### config.mk
export PLATFORM = sky130hd
export DESIGN_NAME = dcache_ctrl_flat
export DESIGN_NICKNAME = d
export VERILOG_FILES = /design/src/rtl/dcache_ctrl_if.sv /design/src/rtl/dcache_ctrl.sv /design/src/flat_wrapper.sv
export SDC_FILE = /design/constraint.sdc
export NUM_CORES = 1
export LEC_CHECK = 0
export ABC_CLOCK_PERIOD_IN_PS = 7400
export BUFFER_PORTS_ARGS = -buffer_cell sky130_fd_sc_hd__clkbuf_2
export CELL_PAD_IN_SITES_DETAIL_PLACEMENT = 0
export CELL_PAD_IN_SITES_GLOBAL_PLACEMENT = 1
export CORE_ASPECT_RATIO = 0.6
export CORE_UTILIZATION = 50
export DETAILED_ROUTE_END_ITERATION = 12
export GPL_ROUTABILITY_DRIVEN = 0
export GPL_TIMING_DRIVEN = 0
export PLACE_DENSITY = 0.73
export SLEW_MARGIN = 30
export SYNTH_ARGS = -nofsm -noshare
export SYNTH_HDL_FRONTEND = slang
export SYNTH_SLANG_ARGS = --single-unit
### constraint.sdc
create_clock -name clk -period 7.4 [get_ports clk]
set_clock_uncertainty 0.1 [all_clocks]
set_input_delay 1.11 -clock clk [delete_from_list [all_inputs] [get_ports clk]]
set_output_delay 1.11 -clock clk [all_outputs]
set_load 0.02 [all_outputs]
### src/rtl/dcache_ctrl_if.sv
// rtl/dcache_ctrl_if.sv - CPU-side and RAM-side bus bundle for the data cache controller
interface dcache_ctrl_if;
  logic        cpu_req;
  logic        cpu_we;
  logic [31:0] cpu_addr;
  logic [31:0] cpu_din;
  logic [31:0] cpu_dout;
  logic        cpu_stall;
  logic        mem_cs;
  logic        mem_we;
  logic [31:0] mem_addr;
  logic [31:0] mem_din;
  logic [31:0] mem_dout;
  logic        mem_ack;
  logic [31:0] hit_count;
  logic [31:0] miss_count;

  // Cache controller side.
  modport slave (
    input  cpu_req, cpu_we, cpu_addr, cpu_din, mem_dout, mem_ack,
    output cpu_dout, cpu_stall, mem_cs, mem_we, mem_addr, mem_din,
    output hit_count, miss_count
  );

  // Environment side: CPU memory stage plus data RAM.
  modport master (
    output cpu_req, cpu_we, cpu_addr, cpu_din, mem_dout, mem_ack,
    input  cpu_dout, cpu_stall, mem_cs, mem_we, mem_addr, mem_din,
    input  hit_count, miss_count
  );
endinterface

### src/rtl/dcache_ctrl.sv
// rtl/dcache_ctrl.sv - direct-mapped write-through no-allocate data cache, one-word lines
module dcache_ctrl #(
  parameter int INDEX_WIDTH = 4
) (
  input  logic         clk,
  input  logic         rst,
  dcache_ctrl_if.slave bus
);
  localparam int TAG_WIDTH = 30 - INDEX_WIDTH;
  localparam int LINES     = 1 << INDEX_WIDTH;

  typedef enum logic [1:0] {IDLE, RD_MEM, WR_MEM} state_t;

  state_t                 state, state_nx;
  logic [LINES-1:0]       valid;
  logic [TAG_WIDTH-1:0]   tag_mem  [LINES];
  logic [31:0]            data_mem [LINES];
  logic                   refill_done;

  logic [INDEX_WIDTH-1:0] idx, fill_idx;
  logic [TAG_WIDTH-1:0]   tag, fill_tag;
  logic                   hit;
  logic                   fill;
  logic                   load;
  logic                   wr_hit;
  logic                   cnt_hit;
  logic                   cnt_miss;
  logic                   stall;
  logic                   unused_addr_bits;

  // CPU lookup uses the live address; the refill uses the latched RAM address.
  assign idx      = bus.cpu_addr[INDEX_WIDTH+1:2];
  assign tag      = bus.cpu_addr[31:INDEX_WIDTH+2];
  assign fill_idx = bus.mem_addr[INDEX_WIDTH+1:2];
  assign fill_tag = bus.mem_addr[31:INDEX_WIDTH+2];
  assign hit      = valid[idx] && (tag_mem[idx] == tag);
  assign fill     = (state == RD_MEM) && bus.mem_ack;
  assign unused_addr_bits = &{1'b0, bus.cpu_addr[1:0], bus.mem_addr[1:0]};

  assign bus.cpu_dout  = hit ? data_mem[idx] : 32'h0;
  assign bus.cpu_stall = stall;
  // Dropping cs in the ack cycle returns the RAM to idle instead of restarting.
  assign bus.mem_cs    = (state != IDLE) && !bus.mem_ack;

  // Next state, stall and counter/latch strobes.
  always_comb begin
    state_nx = state;
    stall    = 1'b0;
    load     = 1'b0;
    wr_hit   = 1'b0;
    cnt_hit  = 1'b0;
    cnt_miss = 1'b0;
    case (state)
      IDLE: begin
        if (bus.cpu_req) begin
          if (bus.cpu_we) begin
            stall    = 1'b1;
            load     = 1'b1;
            state_nx = WR_MEM;
            wr_hit   = hit;
            cnt_hit  = hit;
            cnt_miss = !hit;
          end else if (hit) begin
            // The hit right after a refill is the retiring miss, already counted.
            cnt_hit = !refill_done;
          end else begin
            stall    = 1'b1;
            load     = 1'b1;
            cnt_miss = 1'b1;
            state_nx = RD_MEM;
          end
        end
      end
      RD_MEM: begin
        stall = 1'b1;
        if (bus.mem_ack) state_nx = IDLE;
      end
      WR_MEM: begin
        stall = !bus.mem_ack;
        if (bus.mem_ack) state_nx = IDLE;
      end
      default: state_nx = IDLE;
    endcase
  end

  // Control state, valid bits, counters and the registered RAM request.
  always_ff @(posedge clk or posedge rst) begin
    if (rst) begin
      state          <= IDLE;
      valid          <= '0;
      refill_done    <= 1'b0;
      bus.hit_count  <= 32'h0;
      bus.miss_count <= 32'h0;
      bus.mem_we     <= 1'b0;
      bus.mem_addr   <= 32'h0;
      bus.mem_din    <= 32'h0;
    end else begin
      state       <= state_nx;
      refill_done <= fill;
      if (fill) valid[fill_idx] <= 1'b1;
      if (cnt_hit) bus.hit_count <= bus.hit_count + 32'h1;
      if (cnt_miss) bus.miss_count <= bus.miss_count + 32'h1;
      if (load) begin
        bus.mem_we   <= bus.cpu_we;
        bus.mem_addr <= {bus.cpu_addr[31:2], 2'b00};
        if (bus.cpu_we) bus.mem_din <= bus.cpu_din;
      end
    end
  end

  // Tag/data arrays carry no reset; writes are blocked while rst is held.
  always_ff @(posedge clk) begin
    if (!rst && wr_hit) data_mem[idx] <= bus.cpu_din;
    if (!rst && fill) begin
      tag_mem[fill_idx]  <= fill_tag;
      data_mem[fill_idx] <= bus.mem_dout;
    end
  end
endmodule
### src/flat_wrapper.sv
// flat-port wrapper written by rule: the top's interface ports become plain ports
module dcache_ctrl_flat 
#(
  parameter int INDEX_WIDTH = 4
)
  (clk, rst, bus_cpu_req, bus_cpu_we, bus_cpu_addr, bus_cpu_din, bus_mem_dout, bus_mem_ack, bus_cpu_dout, bus_cpu_stall, bus_mem_cs, bus_mem_we, bus_mem_addr, bus_mem_din, bus_hit_count, bus_miss_count);
  dcache_ctrl_if bus_i ();
  input  logic clk;
  input  logic rst;
  input wire logic [$bits(bus_i.cpu_req)-1:0] bus_cpu_req;
  input wire logic [$bits(bus_i.cpu_we)-1:0] bus_cpu_we;
  input wire logic [$bits(bus_i.cpu_addr)-1:0] bus_cpu_addr;
  input wire logic [$bits(bus_i.cpu_din)-1:0] bus_cpu_din;
  input wire logic [$bits(bus_i.mem_dout)-1:0] bus_mem_dout;
  input wire logic [$bits(bus_i.mem_ack)-1:0] bus_mem_ack;
  output wire logic [$bits(bus_i.cpu_dout)-1:0] bus_cpu_dout;
  output wire logic [$bits(bus_i.cpu_stall)-1:0] bus_cpu_stall;
  output wire logic [$bits(bus_i.mem_cs)-1:0] bus_mem_cs;
  output wire logic [$bits(bus_i.mem_we)-1:0] bus_mem_we;
  output wire logic [$bits(bus_i.mem_addr)-1:0] bus_mem_addr;
  output wire logic [$bits(bus_i.mem_din)-1:0] bus_mem_din;
  output wire logic [$bits(bus_i.hit_count)-1:0] bus_hit_count;
  output wire logic [$bits(bus_i.miss_count)-1:0] bus_miss_count;
  assign bus_i.cpu_req = bus_cpu_req;
  assign bus_i.cpu_we = bus_cpu_we;
  assign bus_i.cpu_addr = bus_cpu_addr;
  assign bus_i.cpu_din = bus_cpu_din;
  assign bus_i.mem_dout = bus_mem_dout;
  assign bus_i.mem_ack = bus_mem_ack;
  assign bus_cpu_dout = bus_i.cpu_dout;
  assign bus_cpu_stall = bus_i.cpu_stall;
  assign bus_mem_cs = bus_i.mem_cs;
  assign bus_mem_we = bus_i.mem_we;
  assign bus_mem_addr = bus_i.mem_addr;
  assign bus_mem_din = bus_i.mem_din;
  assign bus_hit_count = bus_i.hit_count;
  assign bus_miss_count = bus_i.miss_count;
  dcache_ctrl #(.INDEX_WIDTH(INDEX_WIDTH)) u_core (.clk(clk), .rst(rst), .bus(bus_i));
endmodule
==> impl_metrics.ini <==
[outcome]
status = finished, final reports clean

[sta]
whs_ns = 0.3745
timing.slew.headroom = 0.3140
rsz0062_at_grt = false
slew_viol_final = 0
tightest_slew_ns = 1.024
fin_crit_ns = 7.272
hold_violations = 0
fin_crit_sh = 0.9827
fmax_mhz = 137.5
setup_tns_ns = 0
setup_viol = 0

[floorplan]
io_pins = 264
num_rows = 82
dieHeight_um = 228.6
die_w_um = 379.6
die_area_mm2 = 0.08677
start_util = 0.5085
core_mm2 = 0.08413

[critical_path]
crit_path_max_incr_delay_ns = 0.48
slowest_stage = clkbuf_2
crit_type = in -> out
worstSetupEndpointType = output pin
crit_arrival_ns = 6.06
path_max_fanout = 10
crit_chain = clkbuf_2 > buf_4 > buf_2 > buf_2 > buf_2 > buf_2 > nor2_1 > a21oi_1 > o221a_2 > nand4_1 > nor3_4 > clkbuf_2 > clkbuf_2 > and2_1 > clkbuf_2
cp-start-kind = input port
required_ns = 6.19

[synthesis]
synth_top_area_frac = 0.6514
synth_largest_area_cell = edfxtp_1
synth_area_per_cell_um2 = 20.61
synthArstFlopShare = 0.1359
synth_most_common_cell = edfxtp_1
synthFlopType = edfxtp_1
syn_area_mm2 = 0.04278
syn_inst = 2076
ys_warn_count = 0
seq_area_frac_synth = 0.7368
synth_area_leaders = edfxtp_1, mux4_2, dfrtp_1
synth_edf_count = 928
ys_ff_latch = 1074
post_synth_num_cell_types = 65
synthTopCellsByCount = edfxtp_1, mux4_2, dfrtp_1, mux2_2, clkbuf_1

[drt]
drt_wl_total_um = 110600
initialDrtViolationCount = 2643
detail-route-antenna-nets = 0
num_vias = 22844
wl_per_cell_um = 29.57
vias_per_cell = 6.106
drc = 0
dr.pass1.iters = 5

[clock_tree]
clockBufferDepth = 3
cts_tree = built
clkLatencyLatePin_ns = 0.71
cts.sinks = 1074
hold_buffers = 0
clk_pin_slew_worst_paths_ns = 0.06
htree_levels = 3
cts_inserted_buffers = 97
cts_root_buf = clkbuf_16

[final_layout]
design_area_mm2 = 0.05068
area_delta_synth_final_pct = 18.46
final_layout_size_suffix_gt1_frac = 0.3640
layout.nets = 2631
antennaDiodeCount = 0
utilization = 0.6024

[global_routing]
grt_usage = 0.2581
grt_max_degree = 84
antenna_found_initial = 2
grt_pass1_vias = 22795
overflow = 0
grt_pass1_wl_um = 159900

[pwr]
leakagePower_uw = 0.01779
power_uw = 14820
power.density_mw_per_mm2 = 292.4
irDropWorstVdd_mv = 0.1915

[min_path]
holdCritPathClass = reg -> reg

[place]
port_buffers = 257
dpl_cell_area_mm2 = 0.04733
dp_hpwl_um = 74930

[flow_run]
drv_cap = 0
layout make-up:
class | instances | area [um2]
Fill cell | 5948 | 33450
Sequential cell | 1074 | 31520
Multi-Input combinational cell | 874 | 10880
Timing Repair Buffer | 348 | 2898
Clock buffer | 145 | 2785
Tap cell | 1134 | 1419
Buffer | 110 | 578.1
Clock inverter | 37 | 514.2
Inverter | 19 | 78.83
layout by cell type (no fill, tap or decap), types with 39 or more instances in the layout:
cell type,n
edfxtp_1,928
buf_16,42
dfrtp_1,146
mux2i_1,42
clkbuf_2,268
clkbuf_16,100
clkbuf_1,79
mux2_2,79
mux4_2,247
xnor2_1,49
buf_4,48
and2_1,39
state kept, by name, summed over array words and instances, names as in the netlist:
signal / flops
u_core.bus.miss_count: 32
u_core.bus.mem_din: 32
u_core.data_mem: 512
u_core.refill_done: 1
u_core.bus.mem_we: 1
u_core.bus.hit_count: 32
u_core.bus.mem_addr: 30
u_core.valid: 16
u_core.state: 2
u_core.tag_mem: 416
report_power, final:
group / switching (uW) / leakage [uW] / internal (uW)
Clock: 2230 / 0.00159 / 3000
Sequential: 456 / 0.0102 / 7280
Combinational: 1130 / 0.00601 / 727
stage by stage:
| step | setup slack [ns] | cells |
|---|---|---|
| finish | 0.1279 | 3741 |
| global route | 0.04825 | 3741 |
| CTS | 0.01844 | 3739 |
| detailed placement | -0.8466 | 3557 |
| global placement | -5.329 | 3468 |
| floorplan | 0.02404 | 2077 |
timing repair:
action | 4_1_cts | 5_1_grt
gates resized for setup | 5 | 3
buffers inserted | 0 | 1
endpoints found under the setup margin | 33 | 32
cloned | 0 | 0
pin swaps | 0 | 1
worst max-delay path, delay by kind of cell:
| kind | cells | cell delay [ns] |
|---|---|---|
| buf+inv | 9 | 3.10 |
| compound gates | 2 | 0.73 |
| simple gates | 4 | 1.06 |
final timing paths:
path / slack (ns) / depth (start not counted) / from / endpoint
max reg2reg: 1.75 / 12 / u_core.tag_mem[13][20] / u_core.data_mem[5][5]
max in group asynchronous: 5.81 / 3 / rst / u_core.bus.mem_din[8]
min in group asynchronous: 0.42 / 2 / rst / u_core.bus.mem_addr[19]
min reg2reg: 0.37 / 1 / u_core.valid[11] / u_core.valid[11]
min: 0.37 / 1 / u_core.valid[11] / u_core.valid[11]
max: 0.13 / 15 / bus_cpu_addr[4] / bus_cpu_dout[25]
logic make-up after synthesis:
kind of cell             Yosys count  synth area share
multiplexers                     410            0.1785
XOR/XNOR                          82           0.01679
adder cells (fa/ha/maj)            6          0.001755
other                              1        0.00008766
AO/OA/AOI/OAI                     85           0.01445
buffers and inverters            129           0.01448
AND/OR/NAND/NOR                  289           0.03712
flip-flops                      1074            0.7368
per-layer routing:
| layer | GRT usage | vias up | part of all wire |
|---|---|---|---|
| met5 | 0 | - | 0.00011 |
| met4 | 0.06199 | 2 | 0.020 |
| met3 | 0.06328 | 151 | 0.10 |
| met2 | 0.3650 | 1218 | 0.44 |
| met1 | 0.4038 | 12031 | 0.44 |
| li1 | - | 9442 | - |
Note: power is estimated with default switching activity, not from simulation.
